--- src/rtl/api_miner_resp_if.sv ---
// ============================================================================
// Module      : api_miner_resp_if
// Description : Serial-link pins plus the work and nonce side-band of the miner.
// Revision    : 1.0 - initial release
// ============================================================================
`timescale 1ns/1ps
`default_nettype none

interface api_miner_resp_if;
  logic        load;
  logic        sck;
  logic        mosi;
  logic        miso;
  logic        work_valid;
  logic [31:0] work_data;
  logic [4:0]  work_idx;
  logic        frame_done;
  logic        frame_err;
  logic        nonce_push;
  logic [31:0] nonce_din;
  logic        nonce_full;
  logic        nonce_ovf;

  modport slave (
    input  load, sck, mosi, nonce_push, nonce_din,
    output miso, work_valid, work_data, work_idx, frame_done, frame_err,
           nonce_full, nonce_ovf
  );

  modport master (
    output load, sck, mosi, nonce_push, nonce_din,
    input  miso, work_valid, work_data, work_idx, frame_done, frame_err,
           nonce_full, nonce_ovf
  );
endinterface

`default_nettype wire

--- src/rtl/api_miner_resp.sv ---
// ============================================================================
// Module      : api_miner_resp
// Description : Miner-side responder for the API serial link. Oversamples
//               load/sck/mosi, deserialises work words and shifts queued
//               nonce words out on miso. Define API_RESP_HDR_EN to prefix
//               every reply frame with a {16'h5A5A, 8'h00, count} header.
// Revision    : 1.0 - initial release
// ============================================================================
`timescale 1ns/1ps
`default_nettype none

module api_miner_resp #(
  parameter int          WORK_LEN  = 23,
  parameter int          NONCE_DEP = 16,
  parameter logic [31:0] IDLE_WORD = 32'hFFFF_FFFF
) (
  input  wire logic CLK_I,
  input  wire logic RST_I,
  api_miner_resp_if.slave api
);

  localparam int         PW      = $clog2(NONCE_DEP);
  localparam logic [7:0] LP_WLEN = 8'(WORK_LEN);

  typedef enum logic [1:0] {ST_IDLE = 2'd0, ST_SHIFT = 2'd1, ST_CLOSE = 2'd2} state_t;

  state_t      state_q, state_d;
  logic [1:0]  load_q;
  logic [2:0]  sck_q;
  logic [1:0]  mosi_q;
  logic [4:0]  bit_q, bit_d;
  logic [7:0]  word_q, word_d;
  logic [31:0] rx_q, rx_d;
  logic [31:0] tx_q, tx_d;
  logic [4:0]  txcnt_q, txcnt_d;
  logic        txfifo_q, txfifo_d;
  logic        miso_q, miso_d;
  logic        wv_q, wv_d;
  logic [31:0] wdata_q, wdata_d;
  logic [4:0]  widx_q, widx_d;
  logic        done_q, done_d;
  logic        err_q, err_d;
  logic        ovf_q;
  logic [31:0] mem_q [NONCE_DEP];
  logic [PW-1:0] wr_q, rd_q;
  logic [PW:0]   cnt_q;

  logic        w_load, w_mosi, w_sck_rise, w_sck_fall;
  logic        w_empty, w_full, w_pop, w_push_ok;
  logic [31:0] w_head, w_head_nxt;
  logic [PW-1:0] w_rd_inc;

  // mosi shares the sck pipeline depth so its value is aligned with the edge strobe
  assign w_load     = load_q[1];
  assign w_mosi     = mosi_q[1];
  assign w_sck_rise = sck_q[1] & ~sck_q[2];
  assign w_sck_fall = ~sck_q[1] & sck_q[2];

  assign w_empty    = (cnt_q == '0);
  assign w_full     = (cnt_q == (PW+1)'(NONCE_DEP));
  assign w_rd_inc   = rd_q + PW'(1);
  assign w_head     = mem_q[rd_q];
  assign w_head_nxt = (cnt_q > (PW+1)'(1)) ? mem_q[w_rd_inc] : IDLE_WORD;
  assign w_push_ok  = api.nonce_push & (~w_full | w_pop);

  always_ff @(posedge CLK_I or negedge RST_I) begin
    if (!RST_I) begin
      load_q   <= '0;
      sck_q    <= '0;
      mosi_q   <= '0;
      state_q  <= ST_IDLE;
      bit_q    <= '0;
      word_q   <= '0;
      rx_q     <= '0;
      tx_q     <= IDLE_WORD;
      txcnt_q  <= '0;
      txfifo_q <= 1'b0;
      miso_q   <= 1'b1;
      wv_q     <= 1'b0;
      wdata_q  <= '0;
      widx_q   <= '0;
      done_q   <= 1'b0;
      err_q    <= 1'b0;
      ovf_q    <= 1'b0;
      wr_q     <= '0;
      rd_q     <= '0;
      cnt_q    <= '0;
    end else begin
      load_q   <= {load_q[0], api.load};
      sck_q    <= {sck_q[1:0], api.sck};
      mosi_q   <= {mosi_q[0], api.mosi};
      state_q  <= state_d;
      bit_q    <= bit_d;
      word_q   <= word_d;
      rx_q     <= rx_d;
      tx_q     <= tx_d;
      txcnt_q  <= txcnt_d;
      txfifo_q <= txfifo_d;
      miso_q   <= miso_d;
      wv_q     <= wv_d;
      wdata_q  <= wdata_d;
      widx_q   <= widx_d;
      done_q   <= done_d;
      err_q    <= err_d;
      if (api.nonce_push && w_full && !w_pop) ovf_q <= 1'b1;
      if (w_push_ok) wr_q <= wr_q + PW'(1);
      if (w_pop)     rd_q <= w_rd_inc;
      case ({w_push_ok, w_pop})
        2'b10:   cnt_q <= cnt_q + (PW+1)'(1);
        2'b01:   cnt_q <= cnt_q - (PW+1)'(1);
        default: cnt_q <= cnt_q;
      endcase
    end
  end

  // Storage needs no reset: pointers and count define what is valid
  always_ff @(posedge CLK_I) begin
    if (w_push_ok) mem_q[wr_q] <= api.nonce_din;
  end

  always_comb begin
    state_d  = state_q;
    bit_d    = bit_q;
    word_d   = word_q;
    rx_d     = rx_q;
    tx_d     = tx_q;
    txcnt_d  = txcnt_q;
    txfifo_d = txfifo_q;
    miso_d   = miso_q;
    wv_d     = 1'b0;
    wdata_d  = wdata_q;
    widx_d   = widx_q;
    done_d   = 1'b0;
    err_d    = 1'b0;
    w_pop    = 1'b0;
    case (state_q)
      ST_IDLE: begin
        miso_d = 1'b1;
        if (w_load) begin
          state_d = ST_SHIFT;
          bit_d   = '0;
          word_d  = '0;
          txcnt_d = '0;
`ifdef API_RESP_HDR_EN
          tx_d     = {16'h5A5A, 8'h00, (32'(cnt_q) > 32'd255) ? 8'hFF : 8'(cnt_q)};
          txfifo_d = 1'b0;
`else
          tx_d     = w_empty ? IDLE_WORD : w_head;
          txfifo_d = ~w_empty;
`endif
          miso_d = tx_d[31];
        end
      end
      ST_SHIFT: begin
        if (!w_load) begin
          state_d = ST_CLOSE;
        end else begin
          if (w_sck_rise) begin
            rx_d  = {rx_q[30:0], w_mosi};
            bit_d = bit_q + 5'd1;
            if (bit_q == 5'd31) begin
              wv_d    = 1'b1;
              wdata_d = {rx_q[30:0], w_mosi};
              widx_d  = (word_q > 8'd31) ? 5'd31 : word_q[4:0];
              if (word_q != 8'hFF) word_d = word_q + 8'd1;
            end
          end
          if (w_sck_fall) begin
            if (txcnt_q == 5'd31) begin
              // Whole word is out: retire it from the FIFO before reloading
              w_pop    = txfifo_q;
              tx_d     = txfifo_q ? w_head_nxt : (w_empty ? IDLE_WORD : w_head);
              txfifo_d = txfifo_q ? (cnt_q > (PW+1)'(1)) : ~w_empty;
              miso_d   = tx_d[31];
              txcnt_d  = '0;
            end else begin
              tx_d    = {tx_q[30:0], 1'b0};
              miso_d  = tx_q[30];
              txcnt_d = txcnt_q + 5'd1;
            end
          end
        end
      end
      ST_CLOSE: begin
        miso_d  = 1'b1;
        done_d  = (bit_q == 5'd0) && (word_q == LP_WLEN);
        err_d   = ~done_d;
        state_d = ST_IDLE;
      end
      default: state_d = ST_IDLE;
    endcase
  end

  assign api.miso       = miso_q;
  assign api.work_valid = wv_q;
  assign api.work_data  = wdata_q;
  assign api.work_idx   = widx_q;
  assign api.frame_done = done_q;
  assign api.frame_err  = err_q;
  assign api.nonce_full = w_full;
  assign api.nonce_ovf  = ovf_q;

endmodule

`default_nettype wire

--- src/flat_wrapper.sv ---
// flat-port wrapper written by rule: the top's interface ports become plain ports
module api_miner_resp_flat 
#(
  parameter int          WORK_LEN  = 23,
  parameter int          NONCE_DEP = 16,
  parameter logic [31:0] IDLE_WORD = 32'hFFFF_FFFF
)
  (CLK_I, RST_I, api_load, api_sck, api_mosi, api_nonce_push, api_nonce_din, api_miso, api_work_valid, api_work_data, api_work_idx, api_frame_done, api_frame_err, api_nonce_full, api_nonce_ovf);
  api_miner_resp_if api_i ();
  input  wire logic CLK_I;
  input  wire logic RST_I;
  input wire logic [$bits(api_i.load)-1:0] api_load;
  input wire logic [$bits(api_i.sck)-1:0] api_sck;
  input wire logic [$bits(api_i.mosi)-1:0] api_mosi;
  input wire logic [$bits(api_i.nonce_push)-1:0] api_nonce_push;
  input wire logic [$bits(api_i.nonce_din)-1:0] api_nonce_din;
  output wire logic [$bits(api_i.miso)-1:0] api_miso;
  output wire logic [$bits(api_i.work_valid)-1:0] api_work_valid;
  output wire logic [$bits(api_i.work_data)-1:0] api_work_data;
  output wire logic [$bits(api_i.work_idx)-1:0] api_work_idx;
  output wire logic [$bits(api_i.frame_done)-1:0] api_frame_done;
  output wire logic [$bits(api_i.frame_err)-1:0] api_frame_err;
  output wire logic [$bits(api_i.nonce_full)-1:0] api_nonce_full;
  output wire logic [$bits(api_i.nonce_ovf)-1:0] api_nonce_ovf;
  assign api_i.load = api_load;
  assign api_i.sck = api_sck;
  assign api_i.mosi = api_mosi;
  assign api_i.nonce_push = api_nonce_push;
  assign api_i.nonce_din = api_nonce_din;
  assign api_miso = api_i.miso;
  assign api_work_valid = api_i.work_valid;
  assign api_work_data = api_i.work_data;
  assign api_work_idx = api_i.work_idx;
  assign api_frame_done = api_i.frame_done;
  assign api_frame_err = api_i.frame_err;
  assign api_nonce_full = api_i.nonce_full;
  assign api_nonce_ovf = api_i.nonce_ovf;
  api_miner_resp #(.WORK_LEN(WORK_LEN), .NONCE_DEP(NONCE_DEP), .IDLE_WORD(IDLE_WORD)) u_core (.CLK_I(CLK_I), .RST_I(RST_I), .api(api_i));
endmodule
--- config.mk ---
export PLATFORM = sky130hd
export DESIGN_NAME = api_miner_resp_flat
export DESIGN_NICKNAME = d
export VERILOG_FILES = /design/src/rtl/api_miner_resp_if.sv /design/src/rtl/api_miner_resp.sv /design/src/flat_wrapper.sv
export SDC_FILE = /design/constraint.sdc
export NUM_CORES = 1
export LEC_CHECK = 0
export BUFFER_PORTS_ARGS = -buffer_cell sky130_fd_sc_hd__buf_2
export CORE_ASPECT_RATIO = 0.75
export CORE_MARGIN = 3
export CORE_UTILIZATION = 65
export CTS_BUF_LIST = sky130_fd_sc_hd__clkbuf_8
export DETAILED_ROUTE_END_ITERATION = 10
export PLACE_DENSITY = 0.82
export SLEW_MARGIN = 0
export SYNTH_ARGS = -nofsm -noshare
export SYNTH_HDL_FRONTEND = slang
export SYNTH_SLANG_ARGS = --single-unit
--- constraint.sdc ---
create_clock -name CLK_I -period 5.7 [get_ports CLK_I]
set_input_delay 1.425 -clock CLK_I [delete_from_list [all_inputs] [get_ports CLK_I]]
set_output_delay 1.425 -clock CLK_I [all_outputs]
set_load 0.02 [all_outputs]
==> metrics.md <==
| Metric | Value |
|---|---|
| Status | complete, no violations |
| Core Util, Final | 72.6% |
| Slowest-stage cell, CP | and2_2 |
| Die width | 257 microns |
| CP Class | reg2reg |
| Routability cong. | 0.819 |
| Synth top area cells | edfxtp_1, mux4_2, dfrtp_1, mux2i_1, dfstp_2 |
| Grt ovf | 0 |
| Post-route insts no fill | 2792 |
| Antenna diodes | 0 |
| R2R setup slack | 1.50 ns |
| Mapped Cells | 2006 |
| Post-CTS sizing | 0 |
| Post-synth EDFFs | 512 |
| Final Power | 11.9 mW |
| Cell variety after synth | 66 |
| Power Dens Cells | 355 nW/um^2 |
| First-pass GRT wire length | 123000 microns |
| DRT iter0 DRCs | 3116 |
| Die footprint | 50000 sq um |
| Setup slack after layout | 1.50 ns |
| DRT antenna net count | 0 |
| Worst-path cell chain | inv_1, ha_1, and4b_1, nand3_2, nand2_1, and2_1, inv_2, nor3b_1, and2_2 |
| DR DRC count | 0 |
| Vias per cell | 7.17 |
| P&R area growth vs syn | 9.34% |
| Root Buffer | clkbuf_8 |
| Worst Path Arrival | 4.50 ns |
| Sw Ratio | 29.3% |
| Crit-path max cell delay | 0.94 ns |
| Initial Util | 66.4% |
| Detailed placer's ending HPWL | 47100 microns |
| CTS tree | yes |
| Clk pin slew, worst setup/hold paths | 0.06 ns |
| Total Routing Usage GR | 32.5% |
| Syn Area/Cell | 15.3 sq um |
| Largest net degree at the start of global routing | 119 |
| Crit path launch | u_core.state_q[1] |
| Comb pwr share | 15.8% |
| Post-synth ARST share | 22.1% |
| Vias in the first global route | 20.7k |
| Synth area leader | edfxtp_1 |
| First drt pass iteration count | 6 |
| Reg-to-Reg End | u_core.mem_q[10][11] |
| Syn Nets | 2064 |
| Die height | 194 microns |
| Detailed-route wire length | 79600 microns |
| Worst Skew | 0.0284 ns |
| CTS Hold Bufs | 0 |
| Slew Limit Headroom | 15.3% |
| GRT busiest layer | met2 |
| Drt wl/cell | 28.5 microns |
| FF-to-FF Start | u_core.state_q[1] |
| Fmax | 238 MHz |
| Critical Path Source Type | flop |
| Vias | 20.0k |
| Clk pwr share | 32.4% |
| Slew @ Worst Pin | 1.27 ns |
| Flops & latches, synth | 657 |
| Ys Warns | 0 |
| Global routing usage on met2 | 49.9% |
| Met3 Usage GRT | 9.43% |
| Final Critical Period | 4.20 ns |
| Commonest cells in the netlist | edfxtp_1, nand2_1, mux4_2, mux2i_1, dfrtp_1 |
| Max-Cap Viols | 0 |
| Count leader, synth | edfxtp_1 |
| Cell area after synthesis | 30800 sq um |
| Most used flip-flop cell after synthesis | edfxtp_1 |
| Clock Latency Late Sink | 0.70 ns |
| FF-to-FF path depth | 9 |
| Unrepaired setup endpoints after global routing | false |
| Fin. Hold Viols | 0 |
| Max Slew Vio Count | 0 |
| Row count | 68 |
| Internal power | 8.44 mW |
| Final setup vio count | 0 |
| Worst-case vdd ir drop | 0.253 mV |
| Design area | 33600 sq um |
| Core footprint | 46400 sq um |
| CP delay by family, top | simple AND/OR/NAND/NOR gates |
| CTS buffer count | 97 |
| Crit path depth | 9 |
| Critical Path RT | 6.00 ns |
| Sequential Power Share | 51.8% |
| Ratio of cells with drive above 1 in the final layout | 24.6% |
| Placed Area | 31700 sq um |
| Nets | 2139 |
| Number of buffers on the longest clock path | 3 |
| CP Max Fanout | 32 |
| Seq/Total Area, Yosys | 61.9% |
| CP Capture Type | flop |
| Crit path to | u_core.mem_q[10][11] |
| LEAKAGE | 11.4 nW |
| WHS | 0.353 ns |
| Total clock sinks | 657 |
| IO Count | 81 |
| Worst hold path class | reg2reg |
| Final period utilization | 73.6% |
| IO Port Bufs | 80 |
| Initial antenna violation count | 0 |
| CTS H-tree depth | 3 |
| Placed cells | 2612 |
| Share of the synthesized area in the top cell type | 50.0% |
| Met1 usage | 44.7% |
| Post-CTS Repair Setup Buffers | 0 |
| CP bufs+invs | 2 |
| Total negative slack | 0 ns |
| P_sw | 3.50 mW |
| Worst slack at placement | 1.64 ns |
[power by group through the flow]
stage,sequential [mW],clock [mW],combinational [mW]
5_1_grt,6.21,4.12,2.02
4_1_cts,6.15,3.89,1.83
2_1_floorplan,6.10,0,1.23
3_5_place_dp,6.24,0,1.82
3_3_place_gp,6.19,0,1.70
6_report,6.18,3.87,1.89
[layer usage]
layer	vias up	part of all wire [%]
met1	10082	37
li1	8137	-
met2	1495	47
met3	314	13
met4	0	4.1
met5	-	0
[flip-flops by register name, indices dropped and copies added, names as in the netlist, 4 cells and up]
signal,count
u_core.txcnt_q,5
u_core.wr_q,4
u_core.word_q,8
u_core.api.work_idx,5
u_core.cnt_q,5
u_core.api.work_data,32
u_core.mem_q,512
u_core.rx_q,31
u_core.tx_q,31
u_core.bit_q,5
u_core.rd_q,4
[cell usage in the layout, fill, tap and decap left out, types with 14 or more instances in the layout]
cell | Yosys | routed
a2111oi_0 | 54 | 54
a21oi_1 | 38 | 37
a22oi_1 | 29 | 29
buf_2 | 50 | 79
buf_4 | 18 | 38
clkbuf_8 | 0 | 114
clkinv_1 | 0 | 14
dfrtp_1 | 113 | 111
dfstp_2 | 32 | 32
edfxtp_1 | 512 | 512
ha_1 | 20 | 19
inv_1 | 21 | 52
mux2_1 | 29 | 29
mux2i_1 | 124 | 124
mux4_2 | 198 | 198
nand2_1 | 222 | 221
nand3_1 | 34 | 34
nor2_1 | 91 | 84
nor2b_1 | 59 | 58
o21ai_0 | 77 | 77
o221ai_1 | 28 | 28
o22ai_1 | 32 | 32
o31ai_1 | 29 | 29
[worst register-to-register path, cell delays in order, from the launching register on]
cell	delay, ns
dfrtp_1	0.41
inv_1	0.13
ha_1	0.63
and4b_1	0.44
nand3_2	0.18
nand2_1	0.11
and2_1	0.34
inv_2	0.16
nor3b_1	0.46
and2_2	0.94
[cell families (layout without fill, tap and decap cells)]
logic type               after synthesis  after routing  share of synthesized area, %
XOR/XNOR                              21             21                         0.683
multiplexers                         355            355                          19.7
AO/OA/AOI/OAI                        318            318                          7.08
AND/OR/NAND/NOR                      467            467                          7.00
buffers and inverters                168            324                          2.81
flip-flops                           657            657                          61.9
adder cells (fa/ha/maj)               20             20                         0.813
[how the worst min path moves through the flow]
stage | depth (start not counted) | from | to
6_report | 0 | u_core.sck_q[0] | u_core.sck_q[1]
5_1_grt | 0 | u_core.sck_q[0] | u_core.sck_q[1]
4_1_cts | 0 | u_core.sck_q[0] | u_core.sck_q[1]
3_5_place_dp | 0 | u_core.sck_q[0] | u_core.sck_q[1]
3_3_place_gp | 0 | u_core.load_q[0] | u_core.load_q[1]
2_1_floorplan | 0 | u_core.load_q[0] | u_core.load_q[1]
[final cells by class]
type                            count  area [sq um]
Multi-Input combinational cell   1181         11000
Tap cell                          630           788
Timing Repair Buffer              120           732
Clock buffer                      114          1570
Inverter                           24          90.1
Sequential cell                   657         19100
Fill cell                        2818         12700
Clock inverter                     66           393
No activity file was read; power rests on OpenSTA's default activity.
